**src/rtl/rv_mem_pkg.sv**
```systemverilog
// Shared types and constants for the load path: funct3 load codes, FSM states,
// default WAIT timeout and the legality/alignment check used at request time.
package rv_mem_pkg;

  typedef enum logic [2:0] {
    LdB  = 3'b000,
    LdH  = 3'b001,
    LdW  = 3'b010,
    LdBu = 3'b100,
    LdHu = 3'b101
  } load_op_e;

  typedef enum logic [1:0] {
    StIdle = 2'd0,
    StWait = 2'd1,
    StDone = 2'd2,
    StErr  = 2'd3
  } load_state_e;

  localparam int unsigned DefaultTimeoutCycles = 15;

  // True when the code is a legal load and the address is naturally aligned for it.
  function automatic logic load_ok(input logic [2:0] src, input logic [1:0] addr_lo);
    logic ok;
    ok = 1'b0;
    case (src)
      LdB, LdBu: ok = 1'b1;
      LdH, LdHu: ok = ~addr_lo[0];
      LdW:       ok = (addr_lo == 2'b00);
      default:   ok = 1'b0;
    endcase
    return ok;
  endfunction

endpackage

```
**src/rtl/load_extend.sv**
```systemverilog
// Combinational lane selection and sign/zero extension of a little-endian
// memory word according to the load code and the low address bits.
module load_extend
  import rv_mem_pkg::*;
(
  input  logic [2:0]  loadSrc,
  input  logic [1:0]  addr,
  input  logic [31:0] memReadData,
  output logic [31:0] result
);

  logic [31:0] w_shifted;
  logic [7:0]  w_byte;
  logic [15:0] w_half;

  always_comb begin
    w_shifted = memReadData >> {addr, 3'b000};
    w_byte    = w_shifted[7:0];
    w_half    = addr[1] ? memReadData[31:16] : memReadData[15:0];
  end

  always_comb begin
    result = '0;
    unique case (loadSrc)
      LdB:     result = {{24{w_byte[7]}}, w_byte};
      LdBu:    result = {24'h000000, w_byte};
      LdH:     result = {{16{w_half[15]}}, w_half};
      LdHu:    result = {16'h0000, w_half};
      LdW:     result = memReadData;
      default: result = '0;
    endcase
  end

endmodule

```
**src/rtl/load_align_unit.sv**
```systemverilog
// Load unit: issues one word-aligned memory read per request, waits with a
// timeout, then returns the aligned/extended data or a one-cycle error pulse.
module load_align_unit
  import rv_mem_pkg::*;
#(
  parameter int unsigned TIMEOUT_CYCLES = DefaultTimeoutCycles
) (
  input  logic        clk,
  input  logic        reset,
  input  logic        loadReq,
  input  logic [2:0]  loadSrc,
  input  logic [31:0] loadAddress,
  output logic        memReadReq,
  output logic [31:0] memAddr,
  input  logic        memReadValid,
  input  logic [31:0] memReadData,
  output logic [31:0] loadData,
  output logic        loadDone,
  output logic        loadError,
  output logic        busy
);

  localparam logic [7:0] TimeoutLimit = 8'(TIMEOUT_CYCLES);

  load_state_e r_state, w_state_d;
  logic [7:0]  r_count, w_count_d, w_count_inc;
  logic [31:0] r_data, w_data_d;
  logic [2:0]  r_src;
  logic [31:0] r_addr;
  logic        r_error;
  logic        w_accept;
  logic [31:0] w_ext;

  load_extend u_load_extend (
    .loadSrc     (r_src),
    .addr        (r_addr[1:0]),
    .memReadData (memReadData),
    .result      (w_ext)
  );

  always_comb begin
    w_state_d   = r_state;
    w_count_d   = r_count;
    w_data_d    = r_data;
    w_accept    = 1'b0;
    w_count_inc = r_count + 8'd1;
    case (r_state)
      StIdle: begin
        if (loadReq) begin
          if (load_ok(loadSrc, loadAddress[1:0])) begin
            w_state_d = StWait;
            w_count_d = '0;
            w_accept  = 1'b1;
          end else begin
            w_state_d = StErr;
          end
        end
      end
      StWait: begin
        // A response in the final WAIT cycle takes priority over the timeout.
        if (memReadValid) begin
          w_data_d  = w_ext;
          w_state_d = StDone;
        end else begin
          w_count_d = w_count_inc;
          if (w_count_inc == TimeoutLimit) begin
            w_state_d = StErr;
          end
        end
      end
      StDone: w_state_d = StIdle;
      StErr: begin
        w_data_d  = '0;
        w_state_d = StIdle;
      end
      default: w_state_d = StIdle;
    endcase
  end

  always_ff @(posedge clk) begin
    if (reset) begin
      r_state <= StIdle;
      r_count <= '0;
      r_data  <= '0;
      r_src   <= '0;
      r_addr  <= '0;
      r_error <= 1'b0;
    end else begin
      r_state <= w_state_d;
      r_count <= w_count_d;
      r_data  <= w_data_d;
      // Error pulse lines up with loadData being cleared on leaving ERR.
      r_error <= (r_state == StErr);
      if (w_accept) begin
        r_src  <= loadSrc;
        r_addr <= loadAddress;
      end
    end
  end

  always_comb begin
    memReadReq = (r_state == StWait);
    memAddr    = {r_addr[31:2], 2'b00};
    loadDone   = (r_state == StDone);
    loadError  = r_error;
    busy       = (r_state != StIdle);
    loadData   = r_data;
  end

endmodule

```
**config.mk**
```make
export PLATFORM = sky130hd
export DESIGN_NAME = load_align_unit
export DESIGN_NICKNAME = d
export VERILOG_FILES = /design/src/rtl/rv_mem_pkg.sv /design/src/rtl/load_extend.sv /design/src/rtl/load_align_unit.sv
export SDC_FILE = /design/constraint.sdc
export NUM_CORES = 1
export LEC_CHECK = 0
export CORE_ASPECT_RATIO = 1.25
export CORE_MARGIN = 2
export CORE_UTILIZATION = 45
export CTS_CLUSTER_DIAMETER = 30
export DETAILED_ROUTE_END_ITERATION = 6
export GPL_TIMING_DRIVEN = 0
export PLACE_DENSITY = 0.8
export SYNTH_ARGS = -nofsm -noshare
export SYNTH_HDL_FRONTEND = slang
export SYNTH_SLANG_ARGS = --single-unit
```
**constraint.sdc**
```tcl
create_clock -name clk -period 2 [get_ports clk]
set_input_delay 0.4 -clock clk [delete_from_list [all_inputs] [get_ports clk]]
set_output_delay 0.4 -clock clk [all_outputs]
set_load 0.005 [all_outputs]
```
==> results.sh, run 1 <==
export IMPL_status="completed"
export IMPL_vdd_drop_max_v=0.000400
export IMPL_synth_cells=454
export IMPL_wire_per_inst_um=15.4
export IMPL_synth_top_family_by_area="compound AO/OA/AOI/OAI gates"
export IMPL_hold_depth=2
export IMPL_grt_total_usage_pct=24.1
export IMPL_fp_dieH_um=107
export IMPL_synth_fa_ha_area_share_pct=0.659
export IMPL_grt_overflow=0
export IMPL_syn_avg_cell_area_um2=8.36
export IMPL_endpoint_kind="output pin"
export IMPL_place_detailed_hpwl_mm=8.12
export IMPL_grt_max_degree=13
export IMPL_fmax_mhz=525
export IMPL_finClkSkew_ns=0.0105
export IMPL_worstRegToRegCells=5
export IMPL_pin_count=139
export IMPL_crit_type="flop to output pin"
export IMPL_mappedNetlistArea_mm2=0.00380
export IMPL_cap_viol_max_count=0
export IMPL_nFillCells=689
export IMPL_hp_class="flop to flop"
export IMPL_fin_nets=677
export IMPL_gp_congestion=0.882
export IMPL_finalNonFillerCells=706
export IMPL_die_x_um=86.2
export IMPL_start_util_pct=46.3
export IMPL_yosysTopAreaCellShare_pct=41.1
export IMPL_place_inst=687
export IMPL_drt_iter0_markers=144
export IMPL_cts_buffer_depth=2
export IMPL_cp_required_ns=1.60
export IMPL_fin_util_pct=67.0
export IMPL_arrival_ns=1.51
export IMPL_synth_common_cells="nand2_1 (106), dfxtp_1 (78), a21oi_1 (47)"
export IMPL_startpoint_type="flop"
export IMPL_maxSlewHeadroom_pct=51.8
export IMPL_area_growth_pct=44.7
export IMPL_ys_types=47
export IMPL_min_period_ns=1.91
export IMPL_path_clk_slew_ns=0.08
export IMPL_final_layout_size_suffix_gt1_share_pct=15.4
export IMPL_ctsHtreeMaxLevel=3
export IMPL_synthMuxAreaShare_pct=5.90
export IMPL_seq_area_frac_synth_pct=41.1
export IMPL_ys_flop_type="dfxtp_1"
export IMPL_vias=3876
export IMPL_placed_cell_area_mm2=0.00527
export IMPL_timing_final_crit_share_pct=95.3
export IMPL_firstDrtPassIters=4
export IMPL_rsz0062_at_grt="true"
export IMPL_synth_async_reset_ratio_pct=0
export IMPL_postCtsHoldBufs=0
export IMPL_yosysMostFrequentCell="nand2_1"
export IMPL_grt_pass1_wl_mm=17.7
export IMPL_synth_top_cells_by_area="dfxtp_1 (41%), nand2_1 (10%), buf_4 (6.9%)"
export IMPL_vias_per_cell=5.49
export IMPL_drc=0
export IMPL_die_area_mm2=0.00919
export IMPL_crit_fanout=10
export IMPL_clk_latency_ns=0.35
export IMPL_cts_tree="done"
export IMPL_yosys_area_top_type="dfxtp_1"
export IMPL_rows=37
export IMPL_ant_nets=0
export IMPL_worstMarginPinSlew_ns=0.722
export IMPL_fp_coreArea_mm2=0.00819
export IMPL_first_global_vias=3762
export IMPL_p_total_uw=3450
export IMPL_antenna_found_initial=0
export IMPL_cts_root_buffer="clkbuf_8"
export IMPL_antennaDiodeCount=0
export IMPL_finalHoldViolations=0
export IMPL_synthSimpleGateAreaFrac_pct=18.5
export IMPL_power_leakage_uw=0.00198
export IMPL_routed_wl_mm=10.9
export IMPL_cts_buffers=9
export IMPL_design_area_mm2=0.00549
export IMPL_cts_sinks=78
export IMPL_synth_edf_count=0
export IMPL_yosys_warnings=0
export IMPL_final_setup_tns_ns=0
export IMPL_synth_xor_area_share_pct=0.461
export IMPL_synth_compound_area_share_pct=22.1
export IMPL_setup_violations=0
export IMPL_port_buffers=135
export IMPL_powerDensity_mw_per_mm2=629
export IMPL_slew_violations=0
export IMPL_synth_seq_cells=78
-- stage by stage --
step                worst slack [ns]  hold slack (ns)
floorplan                      0.405            0.437
global placement              -0.328            0.437
detailed placement            -0.322            0.444
CTS                           0.0185            0.459
global route                 -0.0139            0.477
finish                        0.0935            0.455
-- path summary, 6_finish.rpt --
path | startpoint | to | slack, ns
hold / removal | loadData[9] | loadData[9] | 0.46
hold reg to reg | loadData[9] | loadData[9] | 0.46
setup reg to reg | r_addr[1] | loadData[14] | 0.16
setup / recovery | r_state[0] | loadDone | 0.09
-- what timing repair did --
item	CTS	global route
resized for setup	0	14
endpoints found under the hold margin	0	0
buffers inserted	0	3
setup endpoints to repair	0	46
-- cell type report --
type | count | area [um^2] | area share, %
buffer | 70 | 422 | 7.68
clock buffer | 12 | 145 | 2.64
clock inverter | 4 | 22.5 | 0.410
inverter | 2 | 7.51 | 0.137
multi-input combinational | 305 | 1840 | 33.4
sequential | 78 | 1560 | 28.4
tap | 97 | 121 | 2.21
timing repair buffer | 138 | 1380 | 25.1
-- state kept, by name (all words and copies together), names as in the netlist --
register / count
loadData: 32
r_addr: 32
r_count: 8
r_src: 3
r_state: 2
loadError: 1
-- cells by family after synthesis --
kind of cell / Yosys count
compound gates: 128
xor+xnor: 2
fa+ha+maj: 2
buf+inv: 72
flops: 78
mux: 17
other cells: 1
simple gates: 154
-- power by group --
part           internal, uW  total, uW  switching, uW
clock network           479       1040            560
registers              1620       1660           39.3
logic                   416        755            339
-- critical path: stages, from the launching register on --
cell and delay (ns):
dfxtp_1 0.33, buf_4 0.17, nor2b_2 0.14, clkdlybuf4s50_1 0.51
-- layer usage --
layer	global-route usage (%)	part of all wire, %
met5	0	0
met4	11.9	3.3
met3	8.62	11
met2	39.3	46
met1	27.7	39
-- cell usage in the layout (no fill, tap or decap), types with 3 or more instances in the layout --
cell type	n
a21oi_1	47
a221oi_1	24
a22oi_1	16
a311oi_1	3
a32oi_1	8
buf_2	12
buf_4	38
clkbuf_1	19
clkbuf_2	4
clkbuf_8	10
clkdlybuf4s50_1	134
clkinv_2	3
dfxtp_1	78
mux2_2	13
mux4_2	3
nand2_1	106
nand3_1	6
nor2_1	12
nor2b_1	4
nor3_1	3
nor3b_1	5
o211ai_1	4
o21ai_0	19
No activity file was read; power rests on OpenSTA's default activity.
==> run 2, diff against run 1 <==
--- a/config.mk
+++ b/config.mk
@@ -6,12 +6,13 @@
 export NUM_CORES = 1
 export LEC_CHECK = 0
 export CORE_ASPECT_RATIO = 1.25
-export CORE_MARGIN = 2
+export CORE_MARGIN = 1.5
 export CORE_UTILIZATION = 45
 export CTS_CLUSTER_DIAMETER = 30
 export DETAILED_ROUTE_END_ITERATION = 6
 export GPL_TIMING_DRIVEN = 0
 export PLACE_DENSITY = 0.8
+export RECOVER_POWER = 50
 export SYNTH_ARGS = -nofsm -noshare
 export SYNTH_HDL_FRONTEND = slang
 export SYNTH_SLANG_ARGS = --single-unit
==> run 2 against run 1 <==
Net effect:
- the flow now finishes with violations (design-rule violations)
- largest cell class unchanged
- total power increased by 1.2%
- first-iteration DRC count grew 30%
- wire length decreased by 0.86%
- non-clock buffer count down 2
- largest power group unchanged
==> results.sh, run 2 (synthesized netlist as in run 1, its figures left out) <==
export IMPL_status="finished, violations left"
export IMPL_violations="design-rule violations"
export IMPL_fmax_mhz=517
export IMPL_hold_depth=2
export IMPL_cts_buffers=9
export IMPL_ctsHtreeMaxLevel=3
export IMPL_use_met1_pct=28.0
export IMPL_place_ws_ns=-0.385
export IMPL_hold_ws_ns=0.451
export IMPL_port_buffers=135
export IMPL_grt_pass1_wl_mm=16.9
export IMPL_arrival_ns=2.14
export IMPL_maxSlewHeadroom_pct=53.0
export IMPL_place_detailed_hpwl_mm=8.16
export IMPL_wire_per_inst_um=15.4
export IMPL_die_area_mm2=0.00900
export IMPL_powerDensity_mw_per_mm2=638
export IMPL_final_cell_mix="nand2_1 (106), dfxtp_1 (78), clkdlybuf4s50_1 (71)"
export IMPL_grt_overflow=0
export IMPL_first_global_vias=3591
export IMPL_setup_violations=0
export IMPL_grt_max_degree=12
export IMPL_hp_class="flop to flop"
export IMPL_start_util_pct=46.3
export IMPL_vias=3835
export IMPL_critPathCapture="loadData[23]"
export IMPL_worstRegToRegCells=5
export IMPL_routed_wl_mm=10.8
export IMPL_path_clk_slew_ns=0.07
export IMPL_finClkSkew_ns=0.00753
export IMPL_crit_fanout=10
export IMPL_rows=37
export IMPL_endpoint_kind="flop"
export IMPL_power_leakage_uw=0.00216
export IMPL_ant_nets=0
export IMPL_crit_start="memReadData[31]"
export IMPL_die_x_um=85.2
export IMPL_pin_count=139
export IMPL_met2_usage_pct=36.9
export IMPL_nFillCells=692
export IMPL_timing_final_crit_share_pct=96.7
export IMPL_slowest_delay_ns=0.49
export IMPL_grt_total_usage_pct=23.7
export IMPL_firstDrtPassIters=6
export IMPL_finalHoldViolations=0
export IMPL_cts_tree="done"
export IMPL_cap_viol_max_count=0
export IMPL_worstMarginPinSlew_ns=0.704
export IMPL_drt_iter0_markers=187
export IMPL_fp_coreArea_mm2=0.00819
export IMPL_antennaDiodeCount=0
export IMPL_final_layout_size_suffix_gt1_share_pct=14.6
export IMPL_cp_slowest_cell="clkdlybuf4s50_1"
export IMPL_gp_congestion=0.865
export IMPL_min_period_ns=1.93
export IMPL_vias_per_cell=5.47
export IMPL_busiest_layer="met2"
export IMPL_fp_dieH_um=106
export IMPL_finalWorstSetupSlack_ns=0.0661
export IMPL_area_growth_pct=44.4
export IMPL_met3_usage_pct=7.83
export IMPL_crit_type="primary input to flop"
export IMPL_crit_chain="clkdlybuf4s50_1 > mux2_2 > o211ai_1 > buf_2 > a221oi_1"
export IMPL_multi_input_area_mm2=0.00184
export IMPL_startpoint_type="primary input"
export IMPL_cp_required_ns=2.20
export IMPL_cts_buffer_depth=2
export IMPL_regArea_mm2=0.00156
export IMPL_hp_start="loadData[13]"
export IMPL_reg2reg_from="r_addr[1]"
export IMPL_clk_latency_ns=0.34
export IMPL_vdd_drop_max_v=0.000446
export IMPL_postCtsHoldBufs=0
export IMPL_cts_root_buffer="clkbuf_8"
export IMPL_mostFrequentLayoutCell="nand2_1"
export IMPL_r2r_end="loadData[14]"
export IMPL_rsz0062_at_grt="false"
export IMPL_antenna_found_initial=0
export IMPL_slew_violations=0
export IMPL_worst_r2r_setup_slack_ns=0.12
export IMPL_fin_nets=675
export IMPL_drc=15
export IMPL_cts_sinks=78
[run 2: changes by cell type in the layout (fill, tap and decap cells not counted), sizes merged]
cell	before	now
buf	52	50
clkdlybuf4s50	134	71
dlymetal6s2s	1	0
clkinvlp	1	0
clkinv	3	1
clkbuf	33	32
bufinv	0	1
dlygate4sd3	0	63
clkdlybuf4s25	0	1
[run 2: stage by stage]
step	power (uW)	setup TNS, ns	cell area (um^2)	cells	utilization (%)
6_report	3500	0	5480	701	66.9
5_1_grt	3660	0	5480	701	66.9
4_1_cts	3540	0	5460	700	66.6
3_5_place_dp	2420	-19.95	5270	687	64.3
3_3_place_gp	2410	-19.39	5270	687	64.3
2_1_floorplan	2040	0	3800	455	-
[run 2: area by class of cell]
type,instances,share of cell area (%)
plain buffers,70,7.65
clock buffers,11,2.58
clock inverters,2,0.639
inverters,2,0.137
multi-input cells,305,33.5
flip-flops and latches,78,28.5
well taps,97,2.21
repair buffers,136,24.8
[run 2: worst max-delay path, delay by kind of cell]
family | cells | cell delay, ns
AOI/OAI and AO/OA | 2 | 0.59
buffers and inverters | 2 | 0.81
muxes | 1 | 0.33
[run 2: repair_timing]
item,in CTS,in global routing
endpoints found under the setup margin,3,49
buffers inserted,0,1
pin swaps,0,1
resized for setup,2,7
[run 2: worst min path at each step]
stage | to | slack, ns
floorplan | r_addr[10] | 0.44
global placement | loadData[13] | 0.44
detailed placement | loadData[13] | 0.44
CTS | r_addr[4] | 0.46
global route | r_addr[9] | 0.47
finish | loadData[13] | 0.45
[run 2: report_power, final]
group	switching, uW	internal [uW]	leakage (uW)	total, uW
clock	531	589	0.0000911	1120
sequential	38.7	1620	0.000633	1660
combinational	332	385	0.00144	717
total	901	2590	0.00216	3500
[run 2: metal layers]
metal | part of all wire (%) | wire, um
met3 | 11 | 1150
met5 | 0 | 0
met4 | 5.0 | 541
met2 | 46 | 4940
met1 | 39 | 4180
